[src/rtl/pwm_dec_pkg.sv]
// Shared types and constants for the PWM period / high-time decoder.
package pwm_dec_pkg;

    typedef enum logic [1:0] {
        IDLE = 2'd0,
        HIGH = 2'd1,
        LOW  = 2'd2
    } state_t;

    localparam int CNT_W_DEFAULT   = 8;
    localparam int CNT_MAX_DEFAULT = (1 << CNT_W_DEFAULT) - 1;

endpackage

[src/rtl/pwm_edge_sync.sv]
// Samples pwm_in and produces single-cycle rise/fall strobes.
// PWM_DEC_SYNC_EN selects a two-flop synchronizer instead of a single sampling flop.
module pwm_edge_sync (
    input  logic clk,
    input  logic rst_n,
    input  logic pwm_in,
    output logic rise,
    output logic fall
);

    logic s_cur;
    logic s_prev;

`ifdef PWM_DEC_SYNC_EN
    logic s_meta;

    // NOTE: flops use non-blocking assignments so every register samples the
    // pre-edge value of its source; blocking here would collapse the chain.
    always_ff @(posedge clk or negedge rst_n) begin
        if (!rst_n) begin
            s_meta <= 1'b0;
            s_cur  <= 1'b0;
        end else begin
            s_meta <= pwm_in;
            s_cur  <= s_meta;
        end
    end
`else
    always_ff @(posedge clk or negedge rst_n) begin
        if (!rst_n) s_cur <= 1'b0;
        else        s_cur <= pwm_in;
    end
`endif

    always_ff @(posedge clk or negedge rst_n) begin
        if (!rst_n) s_prev <= 1'b0;
        else        s_prev <= s_cur;
    end

    assign rise = s_cur & ~s_prev;
    assign fall = ~s_cur & s_prev;

endmodule

[src/rtl/pwm_decoder.sv]
// Measures period and high time of pwm_in in enable ticks; flags loss of signal.
// Build option PWM_DEC_SYNC_EN adds a two-flop input synchronizer (one extra clk latency).
module pwm_decoder
    import pwm_dec_pkg::*;
#(
    parameter int CNT_W = CNT_W_DEFAULT
) (
    input  logic             clk,
    input  logic             rst_n,
    input  logic             enable,
    input  logic             pwm_in,
    output logic [CNT_W-1:0] period,
    output logic [CNT_W-1:0] high_time,
    output logic             valid,
    output logic             timeout,
    output logic             locked
);

    localparam logic [CNT_W-1:0] CNT_MAX = {CNT_W{1'b1}};

    logic rise;
    logic fall;

    pwm_edge_sync u_edge (
        .clk    (clk),
        .rst_n  (rst_n),
        .pwm_in (pwm_in),
        .rise   (rise),
        .fall   (fall)
    );

    state_t           state, state_nxt;
    logic [CNT_W-1:0] cnt, cnt_nxt;
    logic [CNT_W-1:0] high_reg, high_nxt;
    logic [CNT_W-1:0] period_nxt, high_time_nxt;
    logic             valid_nxt, timeout_nxt, locked_nxt;
    logic [CNT_W-1:0] cnt_step;
    logic [CNT_W-1:0] cnt_start;
    logic             saturate;

    assign cnt_step  = cnt + CNT_W'(enable);
    assign cnt_start = CNT_W'(enable);
    // Edges are checked before this in every state, so an edge wins over timeout.
    assign saturate  = enable && (cnt == CNT_MAX);

    // NOTE: every signal written here gets a default first, so no path leaves
    // it unassigned and no latch is inferred.
    always_comb begin
        state_nxt     = state;
        cnt_nxt       = cnt;
        high_nxt      = high_reg;
        period_nxt    = period;
        high_time_nxt = high_time;
        valid_nxt     = 1'b0;
        timeout_nxt   = 1'b0;
        locked_nxt    = locked;

        case (state)
            IDLE: begin
                cnt_nxt = '0;
                if (rise) begin
                    state_nxt = HIGH;
                    cnt_nxt   = cnt_start;
                end
            end
            HIGH: begin
                cnt_nxt = cnt_step;
                if (fall) begin
                    state_nxt = LOW;
                    high_nxt  = cnt;
                end else if (saturate) begin
                    state_nxt   = IDLE;
                    cnt_nxt     = '0;
                    timeout_nxt = 1'b1;
                    locked_nxt  = 1'b0;
                end
            end
            LOW: begin
                cnt_nxt = cnt_step;
                if (rise) begin
                    state_nxt     = HIGH;
                    cnt_nxt       = cnt_start;
                    period_nxt    = cnt;
                    high_time_nxt = high_reg;
                    valid_nxt     = 1'b1;
                    locked_nxt    = 1'b1;
                end else if (saturate) begin
                    state_nxt   = IDLE;
                    cnt_nxt     = '0;
                    timeout_nxt = 1'b1;
                    locked_nxt  = 1'b0;
                end
            end
            default: begin
                state_nxt = IDLE;
                cnt_nxt   = '0;
            end
        endcase
    end

    always_ff @(posedge clk or negedge rst_n) begin
        if (!rst_n) begin
            state     <= IDLE;
            cnt       <= '0;
            high_reg  <= '0;
            period    <= '0;
            high_time <= '0;
            valid     <= 1'b0;
            timeout   <= 1'b0;
            locked    <= 1'b0;
        end else begin
            state     <= state_nxt;
            cnt       <= cnt_nxt;
            high_reg  <= high_nxt;
            period    <= period_nxt;
            high_time <= high_time_nxt;
            valid     <= valid_nxt;
            timeout   <= timeout_nxt;
            locked    <= locked_nxt;
        end
    end

endmodule

[config.mk]
export PLATFORM = sky130hd
export DESIGN_NAME = pwm_decoder
export DESIGN_NICKNAME = d
export VERILOG_FILES = /design/src/rtl/pwm_dec_pkg.sv /design/src/rtl/pwm_edge_sync.sv /design/src/rtl/pwm_decoder.sv
export SDC_FILE = /design/constraint.sdc
export NUM_CORES = 1
export LEC_CHECK = 0
export CORE_UTILIZATION = 50
export CTS_CLUSTER_DIAMETER = 200
export CTS_CLUSTER_SIZE = 24
export DETAILED_ROUTE_END_ITERATION = 6
export PLACE_DENSITY = 0.81
export SLEW_MARGIN = 20
export SYNTH_ARGS = -nofsm -noshare
export SYNTH_HDL_FRONTEND = slang
export SYNTH_SLANG_ARGS = --single-unit
[constraint.sdc]
create_clock -name clk -period 2.4 [get_ports clk]
set_input_delay 0.36 -clock clk [delete_from_list [all_inputs] [get_ports clk]]
set_output_delay 0.36 -clock clk [all_outputs]
set_load 0.02 [all_outputs]
== Yosys cells after proc, flatten, opt, wreduce, memory -nomap -nowiden ==
Cells that the tools add are included.
Word-level totals
  bits in registers: 39
  input bits: 4
  output and inout bits: 19
  word-level logic and storage cells: 46
Operators by class
  add/sub/neg operators: 1
  equal/unequal tests: 5
  multiplexer cells: 20
  bitwise operators: 4
  reductions and logical operators: 6
Operators by type and width (number)
  $mux W8: 3
  $pmux W8 S3: 1
  $mux W1: 9
  $add A8 B1 Y8: 1
  $eq A8 B8 Y1 const B: 1
  $mux W2: 4
  $pmux W2 S3: 1
  $reduce_and A2 Y1: 3
  $ne A2 B2 Y1 const B: 2
  $pmux W1 S2: 2
  $and A1 B1 Y1: 2
  $eq A2 B1 Y1 const B: 1
  $eq A2 B2 Y1 const B: 1
  $logic_not A2 Y1: 1
  $not A1 Y1: 2
  $reduce_bool A2 Y1: 1
  $logic_and A1 B1 Y1: 1

== Logic depth before layout (Yosys ltp) ==
  depth after elaboration: 5
  gate-level depth with buffers: 7
  mapped depth without buffers: 6

== Modules after synthesis ==
Synthesis repeated with hierarchy kept, for this count alone.
Unflattened totals
  cells, all modules: 133
  area total of the unflattened synthesis: 1686.6 µm²
Modules (own cells, without submodules)
  pwm_decoder: times used 1, cells each 129, area an instance 1621.6 µm², seq. area each 925.9 µm²
  pwm_edge_sync: times used 1, cells each 4, area an instance 65.1 µm², seq. area each 50.0 µm²

== Worst setup path after synthesis ==
No wires, ideal clock.
  path kind: register -> register
  start point: register state[0]
  end point: register cnt[0]
  library setup time: 0.117 ns
  arrival time: 1.314 ns
  data required time: 2.283 ns
  setup slack: 0.969 ns
  stages on the path, launching flop included: 7
  buffers on the path: 1
  period minus slack after synthesis: 1.431 ns
  cells stage by stage: dfrtp_1 > ha_1 > nor2b_1 > a31oi_1 > or2_1 > buf_6 > o21ai_2
Between the ends
  longest elaborated chain between the ends: 2
  elaborated cells on any way between the ends: 4
  those cells by class: eq/ne (2); mux (1); reduce/logical (1)
Ends and longest elaborated chain
  start, declared: RTL line pwm_decoder.sv:32  | state_t state, state_nxt;
  start signal, assigned: RTL line pwm_decoder.sv:112  | state <= state_nxt;
  $eq A2 B2 Y1, or another cell as far along: RTL line pwm_decoder.sv:58  | case (state)
  $pmux W8 S3 *: RTL line pwm_decoder.sv:58
  via cnt_nxt[0]: RTL line pwm_decoder.sv:33  | logic [CNT_W-1:0] cnt, cnt_nxt;
  end signal, assigned: RTL line pwm_decoder.sv:113  | cnt <= cnt_nxt;
  end, declared: RTL line pwm_decoder.sv:33
Mark *: on every way through the listed nets, which the timed path passes. The rest lies on a longest branch.
A chain may end at the register's enable or synchronous reset.

== Final worst setup path ==
  start point: register state[1]
  end point: register cnt[4]
Same word-level chain as after synthesis.

==> flow_summary.json <==
{
  "status": "finished clean",
  "synth_ff_type": "dfrtp_1",
  "cp_max_fo": 6,
  "r2r-start": "state[1]$_DFFE_PN0P_",
  "cts_max_level": 2,
  "die_area_um2": 3620,
  "ctsHoldBuffers": 0,
  "fmax_mhz": 570,
  "placed_cell_area_um2": 1940,
  "multi_input_area_um2": 661,
  "ir_drop_mv": 0.422,
  "drt_iter0_drc": 48,
  "place.gp.congestion": 0.823,
  "maxCapViolations": 0,
  "clockBufferDepth": 2,
  "grt_setup_unrepaired": "no",
  "cts_resized": 0,
  "dp.cells": 224,
  "grt_pass1_wl_um": 5470,
  "wire_per_inst_um": 13.8,
  "async_flop_share_pct": 100,
  "synth_top_area_cell": "dfrtp_1",
  "hp-class": "in2async",
  "reg2reg_depth": 6,
  "antennaDiodeCount": 0,
  "hold_violations": 0,
  "clkTransAtPathRegs_ps": 120,
  "final.min_clock_period_ps": 1760,
  "rows": 20,
  "avgSynthCellArea_um2": 10.5,
  "yosys-top-cells-area": "dfrtp_1 58%, nand2_1 11%, mux2_2 4.7%",
  "die_w_um": 60.1,
  "postLayoutCellArea_um2": 2020,
  "seq_area_um2": 976,
  "max-slew-margin-rel_pct": 44.7,
  "period_share_pct": 73.1,
  "crit_path_start": "state[1]$_DFFE_PN0P_",
  "synth_edf_count": 0,
  "dr.pass1.iters": 4,
  "num_vias": 1230,
  "ant_nets": 0,
  "syn2layout_area_growth_pct": 19.3,
  "ys_top_cells_by_count": "51 x nand2_1, 39 x dfrtp_1, 7 x mux2_2, 7 x nor2_1, 6 x ha_1",
  "num-nets-final": 197,
  "place_hpwl_um": 2270,
  "power_leakage_nw": 1.00,
  "worstSkewPairLatency_ps": 350,
  "whs_ps": 93.3,
  "root_buffer": "clkbuf_4",
  "synth_top_area_share_pct": 57.7,
  "core_area_um2": 3130,
  "end_kind": "register",
  "grt_use_total_pct": 21.6,
  "grt_max_degree": 40,
  "numCtsBuffers": 5,
  "drive_gt1_share_pct": 12.2,
  "fill_cells": 259,
  "maxSlewViolCount": 0,
  "initial_utilization_pct": 54.0,
  "synth_fp_nets": 171,
  "yosysUniqueCellTypes": 35,
  "crit_type": "reg2reg",
  "fin_worst_skew_ps": 7.50,
  "worst_pin_slew_ps": 829,
  "drcViolationCount": 0,
  "grt_pass1_vias": 1221,
  "setup_tns_ps": 0,
  "cts_sinks": 39,
  "cp.required_ps": 2680,
  "pin_count": 23,
  "cts_tree": "built",
  "antenna_found_initial": 0,
  "avgViaCountPerCell": 5.30,
  "synth_area_um2": 1690,
  "die_h_um": 60.1,
  "post-cts-setup-buffers": 0,
  "syn_inst": 161,
  "io_buffers": 22,
  "ys_seq_area_share_pct": 57.7,
  "worstPathArrival_ps": 2040,
  "wl_um": 3210,
  "yosysMostFrequentCell": "nand2_1",
  "setup_viol_count_final": 0,
  "startpoint_type": "register",
  "grt_overflow": 0,
  "layout.cells.non_filler": 232,
  "ys_ff_latch": 39,
  "power_per_cell_area_nw_per_um2": 772,
  "ys.warnings.count": 0
}
[final cells by class]
type / count / area share [%]
Timing Repair Buffer: 24 / 11.4
Clock buffer: 7 / 3.23
Tap cell: 44 / 2.73
Multi-Input combinational cell: 111 / 32.8
Clock inverter: 1 / 0.372
Inverter: 6 / 1.12
Sequential cell: 39 / 48.4
[per-stage QoR]
stage	power [W]	util (%)	worst slack (ps)
after global routing	0.00164	64.5	517
after detailed placement	0.00118	62.2	509
after CTS	0.00156	64.5	662
after floorplan	0.00106	-	969
after global placement	0.00115	62.2	590
final	0.00156	64.5	644
[power by group]
| part | switching, W | internal [W] |
|---|---|---|
| clock | 0.000217 | 0.000171 |
| combinational | 0.000223 | 0.000164 |
| sequential | 0.0000596 | 0.000722 |
| total | 0.000500 | 0.00106 |
[cells by family (layout without fill, tap and decap cells)]
kind of cell / Yosys count / count (layout) / synth area share [%]
flops: 39 / 39 / 57.7
compound gates: 18 / 18 / 7.40
mux: 7 / 7 / 4.66
buf+inv: 11 / 38 / 3.18
fa+ha+maj: 6 / 6 / 4.44
simple gates: 75 / 75 / 20.0
xor+xnor: 5 / 5 / 2.59
[worst max-delay path, stage by stage, from the launching register on]
cell and delay, ps:
dfrtp_1 420, inv_1 100, ha_1 220, nand3b_1 240, nor4b_2 250, or2_1 310
nor2_1 150
[routing by layer]
metal  up-vias  part of all wire [%]  GRT usage, %
met2        43                    48          34.1
li1        582                     -             -
met1       595                    43          25.9
met4         0                   2.8          11.3
met5         -                     0             0
met3        10                   5.9          7.14
[placed cells by master (no fill, tap or decap), drive strengths merged, types with 2 or more instances in the layout]
master | netlist | layout
nand2 | 51 | 51
dfrtp | 39 | 39
clkdlybuf4s50 | 0 | 21
nor2 | 7 | 7
mux2 | 7 | 7
clkbuf | 1 | 7
ha | 6 | 6
inv | 6 | 6
o21ai | 6 | 6
nand3 | 3 | 3
nor2b | 3 | 3
a21oi | 3 | 3
xor2 | 3 | 3
buf | 4 | 3
a31oi | 2 | 2
nor3 | 2 | 2
xnor2 | 2 | 2
nand4 | 2 | 2
nand2b | 2 | 2
[worst paths after layout]
kind                                       endpoint  slack (ps)
setup / recovery                   cnt[4]$_DFF_PN0_         640
hold / removal              high_reg[7]$_DFFE_PN0P_          90
setup reg to reg                   cnt[4]$_DFF_PN0_         640
hold reg to reg             u_edge.s_prev$_DFF_PN0_         450
max in group asynchronous  high_time[5]$_DFFE_PN0P_        1780
min in group clk             u_edge.s_cur$_DFF_PN0_         440
No activity file was read; power rests on OpenSTA's default activity.
